===== src/rtl/axis_pkt_pkg.sv =====
// Shared types and constants for the AXI-Stream packet sink.
// Holds the stall FSM state enum, the pkt_len width and LFSR helpers.
package axis_pkt_pkg;

    typedef enum logic {
        ACCEPT = 1'b0,
        HOLD   = 1'b1
    } stall_state_t;

    localparam int PKT_LEN_W = 16;

    function automatic logic [PKT_LEN_W-1:0] sat_inc(
        input logic [PKT_LEN_W-1:0] v
    );
        return (v == {PKT_LEN_W{1'b1}}) ? v : v + 1'b1;
    endfunction

`ifdef AXIS_PKT_SINK_RAND_STALL_EN
    localparam logic [15:0] LFSR_SEED = 16'hACE1;

    // Fibonacci LFSR, taps 16,14,13,11 (maximal length)
    function automatic logic [15:0] lfsr_next(input logic [15:0] s);
        return {s[14:0], s[15] ^ s[13] ^ s[12] ^ s[10]};
    endfunction
`endif

endpackage


===== src/rtl/axis_pkt_fifo.sv =====
// First-word fall-through beat FIFO for the packet sink.
// Ports: clk, rst (sync high), wr_en/wr_data push, rd_en pop,
// rd_data shows the head, full flags no free slot.
module axis_pkt_fifo #(
    parameter int WIDTH = 33,
    parameter int DEPTH = 64
) (
    input  logic             clk,
    input  logic             rst,
    input  logic             wr_en,
    input  logic [WIDTH-1:0] wr_data,
    input  logic             rd_en,
    output logic [WIDTH-1:0] rd_data,
    output logic             full
);

    localparam int AW = $clog2(DEPTH);

    logic [WIDTH-1:0] mem [DEPTH];
    logic [AW:0]      wptr;
    logic [AW:0]      rptr;
    logic             empty;
    logic             do_wr;
    logic             do_rd;

    // Extra pointer MSB separates full (MSBs differ) from empty.
    assign full  = (wptr[AW] != rptr[AW]) &&
                   (wptr[AW-1:0] == rptr[AW-1:0]);
    assign empty = (wptr == rptr);

    assign do_rd = rd_en && !empty;
    // A pop in the same cycle frees the slot a full push needs.
    assign do_wr = wr_en && (!full || do_rd);

    assign rd_data = mem[rptr[AW-1:0]];

    always_ff @(posedge clk) begin
        if (rst) begin
            wptr <= '0;
            rptr <= '0;
        end else begin
            if (do_wr) wptr <= wptr + 1'b1;
            if (do_rd) rptr <= rptr + 1'b1;
        end
    end

    always_ff @(posedge clk) begin
        if (do_wr) mem[wptr[AW-1:0]] <= wr_data;
    end

endmodule


===== src/rtl/axis_pkt_sink.sv =====
// Store-and-forward AXI-Stream packet sink with optional backpressure.
// Ports: clk, rst (sync high); s_axis_* slave input; rd_* FWFT pop
// port; pkt_done/pkt_len per-packet report; pkt_count packets held;
// err_oversize sticky. Macro AXIS_PKT_SINK_RAND_STALL_EN selects an
// LFSR-driven 0..7 cycle stall instead of the fixed STALL count.
module axis_pkt_sink
    import axis_pkt_pkg::*;
#(
    parameter int TDATA_WIDTH = 32,
    parameter int DEPTH       = 64,
    parameter int STALL       = 0
) (
    input  logic                   clk,
    input  logic                   rst,
    input  logic [TDATA_WIDTH-1:0] s_axis_tdata,
    input  logic                   s_axis_tlast,
    input  logic                   s_axis_tvalid,
    output logic                   s_axis_tready,
    input  logic                   rd_en,
    output logic [TDATA_WIDTH-1:0] rd_data,
    output logic                   rd_last,
    output logic                   rd_valid,
    output logic                   pkt_done,
    output logic [PKT_LEN_W-1:0]   pkt_len,
    output logic [$clog2(DEPTH):0] pkt_count,
    output logic                   err_oversize
);

    localparam int CW = $clog2(DEPTH) + 1;
    localparam logic [CW-1:0] ONE = 1;

    stall_state_t state;
    stall_state_t state_nxt;

    logic [15:0]            hold_cnt;
    logic [15:0]            hold_cnt_nxt;
    logic [15:0]            hold_len;
    logic [15:0]            stall_len;
    logic [PKT_LEN_W-1:0]   beat_cnt;
    logic [TDATA_WIDTH:0]   head;
    logic                   full;
    logic                   accept;
    logic                   pop;
    logic                   acc_last;
    logic                   pop_last;

    assign s_axis_tready = !rst && (state == ACCEPT) && !full;
    // A full FIFO with no complete packet releases the partial one.
    assign rd_valid = !rst && ((pkt_count != '0) || full);

    assign accept   = s_axis_tvalid && s_axis_tready;
    assign pop      = rd_en && rd_valid;
    assign acc_last = accept && s_axis_tlast;
    assign pop_last = pop && rd_last;

    assign rd_data = head[TDATA_WIDTH:1];
    assign rd_last = head[0];

    axis_pkt_fifo #(
        .WIDTH (TDATA_WIDTH + 1),
        .DEPTH (DEPTH)
    ) u_fifo (
        .clk     (clk),
        .rst     (rst),
        .wr_en   (accept),
        .wr_data ({s_axis_tdata, s_axis_tlast}),
        .rd_en   (pop),
        .rd_data (head),
        .full    (full)
    );

`ifdef AXIS_PKT_SINK_RAND_STALL_EN
    logic [15:0] lfsr;

    always_ff @(posedge clk) begin
        if (rst) lfsr <= LFSR_SEED;
        else if (accept) lfsr <= lfsr_next(lfsr);
    end

    assign stall_len = {13'd0, lfsr[2:0]};
`else
    assign stall_len = 16'(STALL);
`endif

    always_ff @(posedge clk) begin
        if (rst) begin
            state    <= ACCEPT;
            hold_cnt <= '0;
            hold_len <= '0;
        end else begin
            state    <= state_nxt;
            hold_cnt <= hold_cnt_nxt;
            if (accept) hold_len <= stall_len;
        end
    end

    // HOLD lasts exactly hold_len cycles.
    always_comb begin
        state_nxt    = state;
        hold_cnt_nxt = hold_cnt;
        unique case (state)
            ACCEPT: begin
                if (accept && (stall_len != '0)) begin
                    state_nxt    = HOLD;
                    hold_cnt_nxt = '0;
                end
            end
            HOLD: begin
                if (hold_cnt == hold_len - 16'd1) begin
                    state_nxt    = ACCEPT;
                    hold_cnt_nxt = '0;
                end else begin
                    hold_cnt_nxt = hold_cnt + 16'd1;
                end
            end
        endcase
    end

    always_ff @(posedge clk) begin
        if (rst) begin
            pkt_count <= '0;
        end else begin
            unique case ({acc_last, pop_last})
                2'b10:   pkt_count <= pkt_count + ONE;
                2'b01:   pkt_count <= pkt_count - ONE;
                default: pkt_count <= pkt_count;
            endcase
        end
    end

    always_ff @(posedge clk) begin
        if (rst) begin
            beat_cnt <= '0;
            pkt_done <= 1'b0;
            pkt_len  <= '0;
        end else begin
            pkt_done <= acc_last;
            if (acc_last) begin
                pkt_len  <= sat_inc(beat_cnt);
                beat_cnt <= '0;
            end else if (accept) begin
                beat_cnt <= sat_inc(beat_cnt);
            end
        end
    end

    always_ff @(posedge clk) begin
        if (rst) err_oversize <= 1'b0;
        else if (full && (pkt_count == '0)) err_oversize <= 1'b1;
    end

endmodule

===== config.mk =====
export PLATFORM = sky130hd
export DESIGN_NAME = axis_pkt_sink
export DESIGN_NICKNAME = d
export VERILOG_FILES = /design/src/rtl/axis_pkt_pkg.sv /design/src/rtl/axis_pkt_fifo.sv /design/src/rtl/axis_pkt_sink.sv
export SDC_FILE = /design/constraint.sdc
export NUM_CORES = 2
export LEC_CHECK = 0
export CORE_MARGIN = 2
export CORE_UTILIZATION = 60
export DETAILED_ROUTE_END_ITERATION = 6
export HOLD_SLACK_MARGIN = 0.15
export PLACE_DENSITY = 0.77
export SYNTH_ARGS = -nofsm -noshare
export SYNTH_HDL_FRONTEND = slang
export SYNTH_SLANG_ARGS = --single-unit

===== constraint.sdc =====
create_clock -name clk -period 11.4 [get_ports clk]
set_input_delay 1.14 -clock clk [delete_from_list [all_inputs] [get_ports clk]]
set_output_delay 1.14 -clock clk [all_outputs]
set_load 0.05 [all_outputs]

* After elaboration in Yosys (flattened, before gate mapping)
Memories as Yosys holds them, arrays and structs flattened. A register that Yosys moved wholly into a read port is not among the register bits.
Index checks and enable logic that the tools add are counted.
** Cells by class
- $add $sub $neg :: 6
- Eq/ne operators :: 7
- Muxes and demuxes :: 10
- Bitwise operators :: 1
- Reductions and logical operators :: 20
** Operator list (count)
- 16-bit 2-to-1 mux :: 3
- 16-bit by 1-bit adder with 16-bit output (second input constant) :: 2
- 16-bit equality test (second input constant) :: 2
- 7-bit by 1-bit adder with 7-bit output (second input constant) :: 3
- 7-bit one-hot mux with 2 select lines :: 1
- 6-bit 2-to-1 mux :: 2
- 1-bit logical AND :: 11
- 7-bit equality test :: 1
- 7-bit logical NOT :: 1
- 7-bit nonzero test :: 1
- 7-bit by 1-bit subtractor with 7-bit output (second input constant) :: 1
- 6-bit equality test :: 1
- 1-bit logical NOT :: 3
- 1-bit 2-to-1 mux :: 3
- 2-bit by 1-bit equality test with 1-bit output (second input constant) :: 1
- 2-bit equality test (second input constant) :: 1
- 1-bit logical OR :: 2
- 1-bit one-hot mux with 2 select lines :: 1
- 2-bit nonzero test :: 1
- 2-bit OR reduction :: 1
- 1-bit inequality test :: 1
- 1-bit NOT :: 1
** Word-level totals
- Register bits after elaboration :: 72
- RAM bits :: 2112
- Input bits :: 37
- Output and inout port bits :: 60
- Word-level logic and storage cells :: 54
- Memories :: 1
** Memory list
- u_fifo.mem :: depth 64, width 33, read ports 1, clocked after Yosys merged registers in 1, wr ports 1, RTL line axis_pkt_fifo.sv:19 : logic [WIDTH-1:0] mem [DEPTH];

* Longest topological paths before layout
- Word-level depth :: 10
- Mapped depth :: 19
- Depth with buffers taken out :: 15

* Modules after synthesis
From an unflattened synthesis, not the netlist that was laid out.
** Unflattened totals
- Cell total of the unflattened synthesis :: 4061
- Area total of the unflattened synthesis :: 84942.7 sq um
** Modules (own cells, without submodules)
- axis_pkt_fifo :: times used 1, cells each 3670, area each 81713.4 sq um, sequential area each 63821.2 sq um
- axis_pkt_sink :: times used 1, cells each 391, area each 3229.3 sq um, sequential area each 1161.1 sq um

* Worst setup path after synthesis
OpenSTA, ideal clock, no wires.
- Path kind :: register to register
- Start point :: register with a tool-made name
- End point :: register pkt_count[6]
- Data arrival time :: 4.618 ns
- Data required time :: 11.330 ns
- Setup slack :: 6.712 ns
- Stages on the path, launching flop included :: 19
- Path through :: dfxtp_1 -> buf_4 -> buf_6 -> buf_6 -> buf_4 -> inv_1 -> mux2i_1 -> a32oi_1 -> o21ai_0 -> nor3_1 -> and3_1 -> ha_1 -> ha_1 -> nor2b_1 -> o21ai_0 -> a21oi_1 -> or4_1 -> a31o_2 -> a21oi_1
** RTL lines
- to (signal assigned) :: RTL line axis_pkt_sink.sv:124 : 2'b10: pkt_count <= pkt_count + ONE;
- to (signal assigned) :: RTL line axis_pkt_sink.sv:125 : 2'b01: pkt_count <= pkt_count - ONE;
- to (signal assigned) :: RTL line axis_pkt_sink.sv:126 : default: pkt_count <= pkt_count;
- to (decl) :: RTL line axis_pkt_sink.sv:25 : output logic [$clog2(DEPTH):0] pkt_count,

==> results.md <==
* Worst VDD drop at 0.150 mV
* I/O Pins at 97
* Tot GR Track Use at about 31%
* Mapped Nets at 3696
* Yosys Warn Count at 0
* DRC violations left at 0
* Number of global-route vias before repair at between 40000 and 50000
* Fmax at about 140 MHz
* Fillers at about 8000
* Status: finished, final reports clean
* Initial antenna violation count at 11
* Critical path class: reg -> out
* Async SR Flop Fraction at 0%
* Via/cell ratio at approximately 7.1
* Register bit total from synthesis at ~2200
* Post-Route WL at ~220000 um
* Gr ovfl total at 0
* Core Area at 0.139 mm2
* Commonest non-fill, non-tap cells in the layout: edfxtp_1 (2112), mux4_2 (625), clkbuf_16 (205), buf_4 (88), nor2_1 (76)
* Hold Crit Class: reg -> reg
* Synth Cell Area at around 0.084 mm2
* Synthesized area per cell at 23.0 um2
* Post-CTS setup buffer count at 0
* Initial Utilization at around three fifths
* Critical Path End Type: output port
* Initial DRC count at approximately 6700
* Worst-Skew Late Latency at a little under 0.9 ns
* Die Area at around 0.14 mm2
* Site Rows at 137
* DR WL/cell at between 30 and 40 um
* Setup violations, final at 0
* Detailed-placement wirelength estimate at roughly 100000 um
* Startpoint Class: flop
* P per Cell Area at 169 mW/mm2
* # placed instances at 5523
* Antenna violation net count after detailed routing at 0
* Max Cap Viol at 0
* Final hold vios at 0
* Clock tree root buffer cell: clkbuf_16
* Cells after Synth at about 3600
* Fin crit period at between 6 and 7 ns
* First-pass GRT wire length at 305000 um
* Clock Path Buffers at 3
* Proportion of layout cells with a drive suffix above 1 at between 20% and 30%
* Post-Layout Cell Count at around 5900
* Max Slew Vio Count at 0
* Pin count of the biggest net entering global routing at between 100 and 150
* Static leakage power at 28.1 nW
* Total clock buffers created by CTS at approximately 200
* Post-synthesis sequential area ratio at 77.4%
* Die H at around 380 um
* CTS tree: done
* Clock Pin Slew Worst Setup and Hold Paths at about 0.060 ns
* Final worst path period share at 60.7%
* Crit path largest cell delay at between 0.7 and 0.8 ns
* Yosys cell types at between 50 and 60
* Routability cong. at approximately 0.80
* Synth Flop Type: edfxtp_1
* Setup TNS Final at 0 ns
* Htree depth at 4
* RSZ-0062 raised after global routing: no
* Area growth syn-to-layout at 11.9%
* Crit path max fanout at 42
* Critical path, cell by cell: buf_4 > buf_4 > mux4_2 > mux4_2 > a22oi_1 > nand2_1 > clkdlybuf4s50_1
* Worst path required time at 10.26 ns
* Cts hold-fix bufs at 0
* Slew @ Worst Pin at roughly 1.4 ns
* Number of port buffers at 96
* First-pass DRT Iterations at 6
* Post-synth EDFFs at around 2100
* Overall Power at 15.9 mW
* Vias after detailed routing at 41700
* Worst Skew at between 0.04 and 0.05 ns
* Slew HR at 8.25%
* Cts repair resizes at 0
* Final nets at 3900
* Crit path DAT at ~5.8 ns
* CP max stage cell: clkdlybuf4s50_1
* Die Wd at roughly 380 um
* Most common cell after layout, fill and taps aside: edfxtp_1
* # clock sinks at 2190
where the power goes:
group          switching, mW  total (mW)  leakage [nW]  internal (mW)
sequential           0.00648        8.83          19.6           8.83
combinational          0.211       0.277          5.21         0.0663
clock                   2.96        6.76          3.24           3.80
total                   3.18        15.9          28.1           12.7
synth_stat cells, types with 10 or more instances:
master,count,area [um2]
edfxtp_1,2112,63400
mux4_2,625,14100
nor2_1,141,529
dfxtp_1,78,1560
buf_2,64,320
clkbuf_1,63,236
nand2_1,62,233
mux2i_1,58,581
a22oi_1,45,338
o22ai_1,35,219
xor2_1,34,298
nand3_1,33,165
a21oi_1,27,135
o21ai_0,24,120
buf_1,23,86.3
buf_4,22,165
xnor2_1,19,166
buf_6,18,203
nand4_1,18,113
and3_1,13,81.3
o211ai_1,13,97.6
inv_1,12,45.0
nor3_1,11,55.1
ha_1,10,125
critical path: cells and delay by family, from the launching register on:
kind	cells	cell delay, ns
DFF	1	0.54
buffers and inverters	3	2.27
and+or+nand+nor	1	0.31
AOI/OAI and AO/OA	1	0.70
muxes	2	1.05
per-stage QoR:
step           utilization (%)  worst slack [ns]  hold WS [ns]  cell area (um2)
2_1_floorplan                -              6.71         0.449            84000
3_3_place_gp              62.8              5.43         0.448            87400
3_5_place_dp              62.8              5.41         0.452            87400
4_1_cts                   67.5              4.44         0.464            94000
5_1_grt                   67.5              4.19         0.489            94000
6_report                  67.5              4.48         0.456            94000
kinds of logic after synthesis:
family                     synth area share (%)
AOI/OAI and AO/OA                          1.37
adders and majority gates                 0.173
buffers and inverters                      1.26
xor gates and xnor gates                  0.553
and+or+nand+nor                            1.84
muxes                                      17.4
DFF                                        77.4
cell type report:
type                            count  area, um2  share of cell area, %
Antenna cell                        3       7.51                0.00799
Timing Repair Buffer              189       1560                   1.66
Sequential cell                  2190      65000                   69.1
Tap cell                         1876       2350                   2.50
Clock inverter                    142       1320                   1.40
Inverter                           13       48.8                 0.0519
Multi-Input combinational cell   1255      18400                   19.6
Clock buffer                      239       5290                   5.62
registers in the layout, summed over array words and instances (netlist names), named ones only:
register      count
beat_cnt         16
err_oversize      1
hold_cnt         16
pkt_count         7
pkt_done          1
pkt_len          16
state             1
u_fifo.mem     2112
u_fifo.rptr       7
u_fifo.wptr       7
path summary, 6_finish.rpt:
check        slack, ns  startpoint  depth (start not counted)           end
max               4.48        flop                          7    rd_data[8]
max reg2reg       5.27        flop                         17  pkt_count[6]
min               0.46  pkt_len[2]                          2    pkt_len[2]
min reg2reg       0.46  pkt_len[2]                          2    pkt_len[2]
metal layers:
| layer | track usage (%) | up-vias | share of wire (%) |
|---|---|---|---|
| met2 | 48.0 | 3275 | 48 |
| met4 | 12.0 | 2 | 4.1 |
| met1 | 42.5 | 22000 | 35 |
| met3 | 7.48 | 542 | 12 |
| li1 | - | 15900 | - |
| met5 | 0 | - | 0.0037 |
Power figures use the tool's default switching activity.
